`config.mk`:
```
export PLATFORM = sky130hd
export DESIGN_NAME = deserializer_par
export DESIGN_NICKNAME = d
export VERILOG_FILES = /design/src/rtl/deser_pkg.sv /design/src/rtl/deser_accum.sv /design/src/rtl/deserializer_par.sv
export SDC_FILE = /design/constraint.sdc
export NUM_CORES = 1
export LEC_CHECK = 0
export CORE_MARGIN = 1
export CORE_UTILIZATION = 55
export CTS_CLUSTER_DIAMETER = 60
export DETAILED_ROUTE_END_ITERATION = 8
export PLACE_DENSITY = 0.79
export SLEW_MARGIN = 0
export SYNTH_ARGS = -nofsm -noshare
export SYNTH_HDL_FRONTEND = slang
export SYNTH_HIERARCHICAL = 1
export SYNTH_SLANG_ARGS = --single-unit
export TNS_END_PERCENT = 5
```
`constraint.sdc`:
```
create_clock -name clk_i -period 2.8 [get_ports clk_i]
set_input_delay 0.56 -clock clk_i [delete_from_list [all_inputs] [get_ports clk_i]]
set_output_delay 0.56 -clock clk_i [all_outputs]
set_load 0.02 [all_outputs]
```
`src/rtl/deser_pkg.sv`:
```
// Shared types and constants for deserializer_par and its accumulator.
package deser_pkg;

  localparam int unsigned OVF_CNT_W = 8;
  localparam logic [OVF_CNT_W-1:0] OVF_CNT_MAX = '1;

  typedef enum logic {StEmpty, StFull} out_state_e;

  // Width needed to hold a bit count of 0..data_w.
  function automatic int unsigned MOD_W(input int unsigned data_w);
    return $clog2(data_w + 1);
  endfunction

endpackage

```
`src/rtl/deser_accum.sv`:
```
// Serial bit accumulator: places bits in LSB- or MSB-first order and strobes `done`
// with the zero-filled word and its valid-bit count on a full word or a non-empty flush.
module deser_accum import deser_pkg::*; #(
  parameter int unsigned DATA_W    = 16,
  parameter int unsigned MSB_FIRST = 0
) (
  input  logic                      clk,
  input  logic                      srst,
  input  logic                      data,
  input  logic                      data_val,
  input  logic                      flush,
  output logic [DATA_W-1:0]         word,
  output logic [MOD_W(DATA_W)-1:0]  mod,
  output logic                      done
);

  localparam int unsigned CNT_W = $clog2(DATA_W);
  localparam int unsigned MW    = MOD_W(DATA_W);

  logic [DATA_W-1:0] acc_q;
  logic [DATA_W-1:0] acc_ins;
  logic [CNT_W-1:0]  cnt_q;
  logic [CNT_W-1:0]  pos;
  logic [MW-1:0]     bits;
  logic              full;

  always_comb begin
    pos     = (MSB_FIRST != 0) ? (CNT_W'(DATA_W - 1) - cnt_q) : cnt_q;
    acc_ins = acc_q;
    if (data_val) begin
      acc_ins[pos] = data;
    end
    // Count includes a bit accepted this cycle, so a flush on that bit keeps it.
    bits = MW'(cnt_q) + MW'(data_val);
    full = data_val && (cnt_q == CNT_W'(DATA_W - 1));
    done = full || (flush && (bits != '0));
  end

  assign word = acc_ins;
  assign mod  = bits;

  always_ff @(posedge clk) begin
    if (srst || done) begin
      acc_q <= '0;
      cnt_q <= '0;
    end else if (data_val) begin
      acc_q <= acc_ins;
      cnt_q <= cnt_q + CNT_W'(1);
    end
  end

endmodule

```
`src/rtl/deserializer_par.sv`:
```
// Parametrised serial-to-parallel converter with flush, valid/ready output and drop reporting.
// Optional saturating drop counter port enabled by defining DESER_OVF_CNT_EN.
module deserializer_par import deser_pkg::*; #(
  parameter int unsigned DATA_W    = 16,
  parameter int unsigned MSB_FIRST = 0
) (
  input  logic                      clk_i,
  input  logic                      srst_i,
  input  logic                      data_i,
  input  logic                      data_val_i,
  input  logic                      flush_i,
  output logic [DATA_W-1:0]         deser_data_o,
  output logic [MOD_W(DATA_W)-1:0]  deser_data_mod_o,
  output logic                      deser_data_val_o,
  input  logic                      deser_data_rdy_i,
  output logic                      deser_ovf_o
`ifdef DESER_OVF_CNT_EN
  ,
  output logic [OVF_CNT_W-1:0]      deser_ovf_cnt_o
`endif
);

  localparam int unsigned MW = MOD_W(DATA_W);

  logic [DATA_W-1:0] word;
  logic [MW-1:0]     mod;
  logic              done;
  logic              drop;

  out_state_e        state_q;
  logic [DATA_W-1:0] data_q;
  logic [MW-1:0]     mod_q;
  logic              ovf_q;

  deser_accum #(
    .DATA_W    (DATA_W),
    .MSB_FIRST (MSB_FIRST)
  ) u_accum (
    .clk      (clk_i),
    .srst     (srst_i),
    .data     (data_i),
    .data_val (data_val_i),
    .flush    (flush_i),
    .word     (word),
    .mod      (mod),
    .done     (done)
  );

  // A completed word is lost only when the held word is not being taken this cycle.
  assign drop = (state_q == StFull) && !deser_data_rdy_i && done;

  always_ff @(posedge clk_i) begin
    if (srst_i) begin
      state_q <= StEmpty;
      data_q  <= '0;
      mod_q   <= '0;
      ovf_q   <= 1'b0;
    end else begin
      ovf_q <= drop;
      case (state_q)
        StEmpty: begin
          if (done) begin
            data_q  <= word;
            mod_q   <= mod;
            state_q <= StFull;
          end
        end
        StFull: begin
          if (deser_data_rdy_i) begin
            if (done) begin
              data_q <= word;
              mod_q  <= mod;
            end else begin
              state_q <= StEmpty;
            end
          end
        end
      endcase
    end
  end

  assign deser_data_o     = data_q;
  assign deser_data_mod_o = mod_q;
  assign deser_data_val_o = (state_q == StFull);
  assign deser_ovf_o      = ovf_q;

`ifdef DESER_OVF_CNT_EN
  logic [OVF_CNT_W-1:0] ovf_cnt_q;

  always_ff @(posedge clk_i) begin
    if (srst_i) begin
      ovf_cnt_q <= '0;
    end else if (drop && (ovf_cnt_q != OVF_CNT_MAX)) begin
      ovf_cnt_q <= ovf_cnt_q + OVF_CNT_W'(1);
    end
  end

  assign deser_ovf_cnt_o = ovf_cnt_q;
`endif

endmodule

```
Word level (Yosys, flattened, before mapping)
Cells that the tools add are included.
{ "totals": {"register_bits": 43, "output_inout_bits": 23, "input_bits": 6, "latchBits": 0, "ramBits": 0, "mem_count": 0, "rom_bits": 0, "word_cells": 35} }
{ "classes": {"shifts": 0, "n_mul": 0, "muxes": 13, "n_eq_ne": 2, "n_addsub": 2, "div_mod_pow": 0, "magnitude_cmp": 2, "reduce_logical": 9, "bitwise_logic": 1} }
{ "op_table": {"columns": ["op", "count"], "rows": [
  ["16-bit two-way mux", 3],
  ["16-bit case mux with 2 select lines", 1],
  ["16-bit bitwise mux", 1],
  ["5-bit two-way mux", 2],
  ["5-bit case mux with 2 select lines", 1],
  ["4-bit by 1-bit adder with 5-bit output", 1],
  ["1-bit logical AND", 5],
  ["4-bit by 5-bit < comparator with 1-bit output (second input constant)", 1],
  ["5-bit nonzero test", 1],
  ["4-bit by 1-bit adder with 4-bit output (second input constant)", 1],
  ["1-bit demux with 4-bit select", 1],
  ["4-bit == test (second input constant)", 1],
  ["4-bit by 1-bit greater-or-equal comparator with 1-bit output (second input constant)", 1],
  ["1-bit two-way mux", 3],
  ["1-bit logical OR", 2],
  ["2-bit inequality test (second input constant)", 1],
  ["1-bit case mux with 2 select lines", 1],
  ["1-bit zero test", 1],
  ["1-bit inverter", 1]
]} }

Depth between registers and ports, before layout
Gate-level depths: netlist (run 1).
{ "logic_depth": {"ltp_word": 9, "mapped_depth": 8, "mapped_depth_nobuf": 7} }

Hierarchy
Netlist (run 1), hierarchy kept.
{ "by_module_without_submodules": {"columns": ["module", "cells_per_inst", "seq_area_each_um2", "area_per_inst_um2", "n_inst"], "rows": [
  ["deser_accum", 114, 400.4, 1302.5, 1],
  ["deserializer_par", 97, 460.4, 1023.5, 1]
]} }

Worst setup path before layout (run 1)
No wires, ideal clock.
{ "synth_path": {"path_kind": "input-to-reg", "startpoint": "in data_val_i", "endpoint": "reg mod_q[0] (netlist: deser_data_mod_o[0])", "setup_time_ps": 119, "setup_slack_ps": 633, "arrival_time_ps": 2048, "path_stages": 8, "path_cell_list": "ha_1 -> ha_1 -> xnor2_1 -> o211ai_2 -> or2_2 -> a21boi_4 -> buf_8 -> mux2i_1"} }
{ "synth_between": {"elab_chain_cells": 7, "word_cells_on_any_way": 8, "classes_between": "1 x add/sub; 3 x mux; 4 x reduce/logical"} }
{ "synth_lines": {"columns": ["element", "line", "source"], "rows": [
  ["start: declaration", "deserializer_par.sv:10", "input logic data_val_i,"],
  ["4-bit by 1-bit adder with 5-bit output", "deser_accum.sv:34", "bits = MW'(cnt_q) + MW'(data_val);"],
  ["5-bit nonzero test", "deser_accum.sv:36", "done = full || (flush && (bits != '0));"],
  ["1-bit logical AND", "deser_accum.sv:36", null],
  ["1-bit logical OR (*)", "deser_accum.sv:36", null],
  ["via done", "deserializer_par.sv:27", "logic done;"],
  ["5-bit two-way mux (*)", "deserializer_par.sv:62, deserializer_par.sv:70", null],
  ["5-bit two-way mux", "deserializer_par.sv:69", "if (deser_data_rdy_i) begin"],
  ["5-bit case mux with 2 select lines (*)", "deserializer_par.sv:60", "case (state_q)"],
  ["end signal: assignment", "deserializer_par.sv:64", "mod_q <= mod;"],
  ["end signal: assignment", "deserializer_par.sv:72", "mod_q <= mod;"],
  ["end: declaration", "deserializer_par.sv:32", "logic [MW-1:0] mod_q;"]
]} }
Mark *: on every way through the listed nets, which the timed path passes. The rest lies on a longest branch. The select of a mux whose other input is x is not followed.
A chain may end at the register's enable or synchronous reset.

Worst setup path in the final report (run 1)
{ "layout_path": {"startpoint": "in data_val_i", "endpoint": "reg data_q[13] (netlist: deser_data_o[13])"} }
{ "layout_between": {"elab_chain_cells": 7, "word_cells_on_any_way": 9, "classes_between": "1 x add/sub; 4 x mux; 4 x reduce/logical"} }
{ "layout_lines": {"columns": ["element", "line", "source"], "rows": [
  ["4-bit by 1-bit adder with 5-bit output", "deser_accum.sv:34", null],
  ["5-bit nonzero test", "deser_accum.sv:36", null],
  ["1-bit logical AND", "deser_accum.sv:36", null],
  ["1-bit logical OR (*)", "deser_accum.sv:36", null],
  ["via done", "deserializer_par.sv:27", null],
  ["16-bit two-way mux (*)", "deserializer_par.sv:62, deserializer_par.sv:70", null],
  ["16-bit two-way mux", "deserializer_par.sv:69", null],
  ["16-bit case mux with 2 select lines (*)", "deserializer_par.sv:60", null],
  ["end signal: assignment", "deserializer_par.sv:63", "data_q <= word;"],
  ["end signal: assignment", "deserializer_par.sv:71", "data_q <= word;"],
  ["end: declaration", "deserializer_par.sv:31", "logic [DATA_W-1:0] data_q;"]
]} }
Marked as above.

==> results_dict.tcl, run 1 <==
set metrics [dict create \
    holdCritStartpoint "u_accum/acc_q[15]$_SDFFE_PP0P_" \
    synth_cell_types 35 \
    r2r_setup_slack_ps 510 \
    swShare 0.278 \
    numCtsBuffers 5 \
    hold_viol_final 0 \
    synth-edff-count 0 \
    r2r-start "u_accum/cnt_q[0]$_SDFFE_PP0P_" \
    routed_wl_um 4180 \
    area_growth_pct 15.9 \
    worstHoldEndpoint "u_accum/acc_q[15]$_SDFFE_PP0P_" \
    dp_hpwl_um 2610 \
    cts_hold_buffers 0 \
    end_kind "flop" \
    finalSetupViolCount 0 \
    p_sw_mw 0.353 \
    clock_power_share 0.298 \
    track_usage 0.206 \
    die_w_um 67.0 \
    seq_area_frac_synth 0.370 \
    vdd_drop_max_mv 0.270 \
    power_mw 1.27 \
    synth.net_count 223 \
    critPathBufInv 1 \
    regArea_sq_um 861 \
    ys_top_cells_by_area "dfxtp_1 (37%), nand2b_1 (11%), mux2i_1 (9.5%), nor3b_2 (6.5%), mux2_4 (5.2%)" \
    grt_pass1_vias 1531 \
    status "finished, final reports clean" \
    antenna_found_initial 0 \
    clock_sinks 43 \
    timing.fmax_mhz 384 \
    ys_seq_elements 43 \
    whs_path_depth 2 \
    ff2ff_path_depth 7 \
    antenna_cells 0 \
    slowest_stage "a21boi_2" \
    initial_core_util 0.577 \
    fin_nets 253 \
    cp_common_cell "ha_1" \
    critPathMaxStageDelay_ps 680 \
    ys_dominant_reg_cell "dfxtp_1" \
    cts.root.buffer_cell "clkbuf_8" \
    worstSetupPathType "in -> reg" \
    clk_path_buf_depth 2 \
    maxCapViolations 0 \
    syn_area_per_cell_sq_um 11.0 \
    yosys_warnings 6 \
    worstMarginPinSlew_ps 861 \
    crit_family "compound AO/OA/AOI/OAI gates" \
    reg2reg_to "deser_data_o[13]$_SDFFE_PP0P_" \
    skew_ps 2.96 \
    p_per_area_nw_per_um2 472 \
    drt_iter0_drc 56 \
    ios 29 \
    insertion_delay_ps 290 \
    die_h_um 67.0 \
    dpl_cell_area_sq_um 2600 \
    die-area_sq_um 4490 \
    row_count 23 \
    coreArea_sq_um 4030 \
    gp_congestion 0.760 \
    path_clk_slew_ps 80 \
    drive_gt1_frac 0.240 \
    cp.required_ps 3020 \
    min_path_type "reg -> reg" \
    stdcell_area_sq_um 2700 \
    first_pass_iters 4 \
    async_reset_ff_frac 0 \
    period_share 0.931 \
    drt-wirelength-per-cell_um 14.3 \
    ctsResizeCount 0 \
    cp_max_fo 10 \
    arrival_ps 2830 \
    syn_inst 211 \
    overflow 0 \
    rsz0062_at_grt "no" \
    cts_setup_buffers 0 \
    p_int_mw 0.919 \
    multiInputGateArea_sq_um 1310 \
    power_frac_seq 0.504 \
    maxSlewHeadroom 0.423 \
    grt_max_degree 33 \
    synth_top_area_cell "dfxtp_1" \
    period_needed_ps 2610 \
    tritoncts "done" \
    port_buffers 28 \
    start_kind "primary input" \
    path_cells "clkdlybuf4s50_1 -> ha_1 -> ha_1 -> xnor2_1 -> o211ai_2 -> or2_2 -> a21boi_2 -> mux2i_1" \
    htree_num_levels 2 \
    vias 1529 \
    syn-cell-area_sq_um 2330 \
    ant_nets 0 \
    detail_route.vias_per_cell 5.24 \
    synth_top_area_frac 0.370 \
    slew_viol_final 0 \
    p_leak_nw 1.05 \
    drc_errors 0 \
    fillerInstances 331 \
    grt_pass1_wl_um 6960 \
    power_frac_comb 0.198 \
]
worst max-delay path by stage:
stage	from	to	depth (start not counted)
floorplan	data_val_i	deser_data_mod_o[0]$_SDFFE_PP0P_	8
global placement	data_val_i	deser_data_o[0]$_SDFFE_PP0P_	8
detailed placement	data_val_i	deser_data_o[9]$_SDFFE_PP0P_	8
CTS	data_val_i	deser_data_o[1]$_SDFFE_PP0P_	8
global route	data_val_i	deser_data_o[5]$_SDFFE_PP0P_	8
finish	data_val_i	deser_data_o[13]$_SDFFE_PP0P_	8
sequential cells by signal, summed over array words and instances, names as in the netlist:
signal	flops
deser_data_o	16
deser_data_mod_o	5
u_accum/acc_q	16
u_accum/cnt_q	4
deser_data_val_o	1
deser_ovf_o	1
Yosys cell counts (2+ instances only):
cell type and n:
dfxtp_1 43, nand2b_1 42, mux2i_1 22, nor3b_2 12
mux2_2 8, mux2_4 8, nand4b_1 8, ha_1 6
inv_1 6, and4bb_2 4, buf_6 4, clkbuf_1 4
nand2_1 4, nand4_1 4, nor3_1 4, buf_4 3
nor2_1 3, nor3b_1 3, a21oi_1 2, buf_2 2
buf_8 2, nor3_2 2, xnor2_1 2, xor2_1 2
area by class of cell:
cell class	instances	share of cell area
clock buffer	7	0.0283
tap	50	0.0232
inverter	6	0.00835
multi-input combinational	146	0.484
sequential	43	0.319
clock inverter	1	0.00186
timing repair buffer	39	0.135
routing by layer:
layer / wire length, um / share of wire / global-route usage / vias up
li1: - / - / - / 786
met1: 2040 / 0.49 / 0.254 / 716
met2: 1960 / 0.47 / 0.343 / 23
met3: 129 / 0.031 / 0.0565 / 4
met4: 48 / 0.011 / 0.0638 / 0
met5: 0 / 0 / 0 / -
stage by stage:
step,std cells,hold WS [ps],setup TNS [ps],setup slack [ps],util
after floorplan,211,413,0,633,-
after global placement,283,419,-2890,-149,0.646
after detailed placement,283,432,-3660,-194,0.646
after CTS,291,443,0,111,0.666
after global routing,292,475,0,55.7,0.669
final,292,444,0,193,0.669
kinds of logic (layout without fill, tap and decap cells):
family          count (synthesis)  in the layout  synth area share
simple gates                   92             92             0.303
flops                          43             43             0.370
mux                            38             38             0.185
buf+inv                        23             53            0.0732
fa+ha+maj                       6              6            0.0323
compound gates                  5              6            0.0215
xor+xnor                        4              4            0.0151
worst reg2reg max path: cells and delay by family, from the launching register on:
family | cells | cell delay (ps)
compound gates | 2 | 840
simple gates | 1 | 160
mux | 1 | 260
flops | 1 | 380
fa+ha+maj | 2 | 430
xor+xnor | 1 | 150
power groups by stage:
| stage | clock [mW] | combinational (mW) | sequential [mW] |
|---|---|---|---|
| floorplan | 0 | 0.183 | 0.664 |
| global placement | 0 | 0.243 | 0.654 |
| detailed placement | 0 | 0.246 | 0.654 |
| CTS | 0.394 | 0.247 | 0.640 |
| global route | 0.412 | 0.275 | 0.644 |
| finish | 0.379 | 0.252 | 0.641 |
cell usage in the layout (no fill, tap or decap):
| cell type | synthesis | final |
|---|---|---|
| dfxtp_1 | 43 | 43 |
| nand2b_1 | 42 | 42 |
| clkdlybuf4s50_1 | 0 | 28 |
| mux2i_1 | 22 | 22 |
| nor3b_2 | 12 | 12 |
| buf_4 | 3 | 11 |
| mux2_4 | 8 | 8 |
| mux2_2 | 8 | 8 |
| nand4b_1 | 8 | 8 |
| inv_1 | 6 | 6 |
| ha_1 | 6 | 6 |
| clkbuf_8 | 0 | 5 |
| and4bb_2 | 4 | 4 |
| nand4_1 | 4 | 4 |
| nand2_1 | 4 | 4 |
| nor3_1 | 4 | 4 |
| nor2_1 | 3 | 3 |
| nor3b_1 | 3 | 3 |
| a21oi_1 | 2 | 2 |
| clkbuf_1 | 4 | 2 |
| xnor2_1 | 2 | 2 |
| xor2_1 | 2 | 2 |
| nor3_2 | 2 | 2 |
| a21boi_4 | 1 | 1 |
| clkinv_2 | 0 | 1 |
| a21boi_2 | 0 | 1 |
| and4bb_1 | 1 | 1 |
| nand4_2 | 1 | 1 |
| and3_1 | 1 | 1 |
| nand3_1 | 1 | 1 |
| nand4b_2 | 1 | 1 |
| o211ai_2 | 1 | 1 |
| or2_2 | 1 | 1 |
| a21oi_2 | 1 | 1 |
(Power assumes the default switching activity.)
==> run 2: changes to the inputs <==
CORE_MARGIN = default   (was 1)
==> results of run 2 <==
No change in the layout: final DEF, timing and power equal those of run 1.
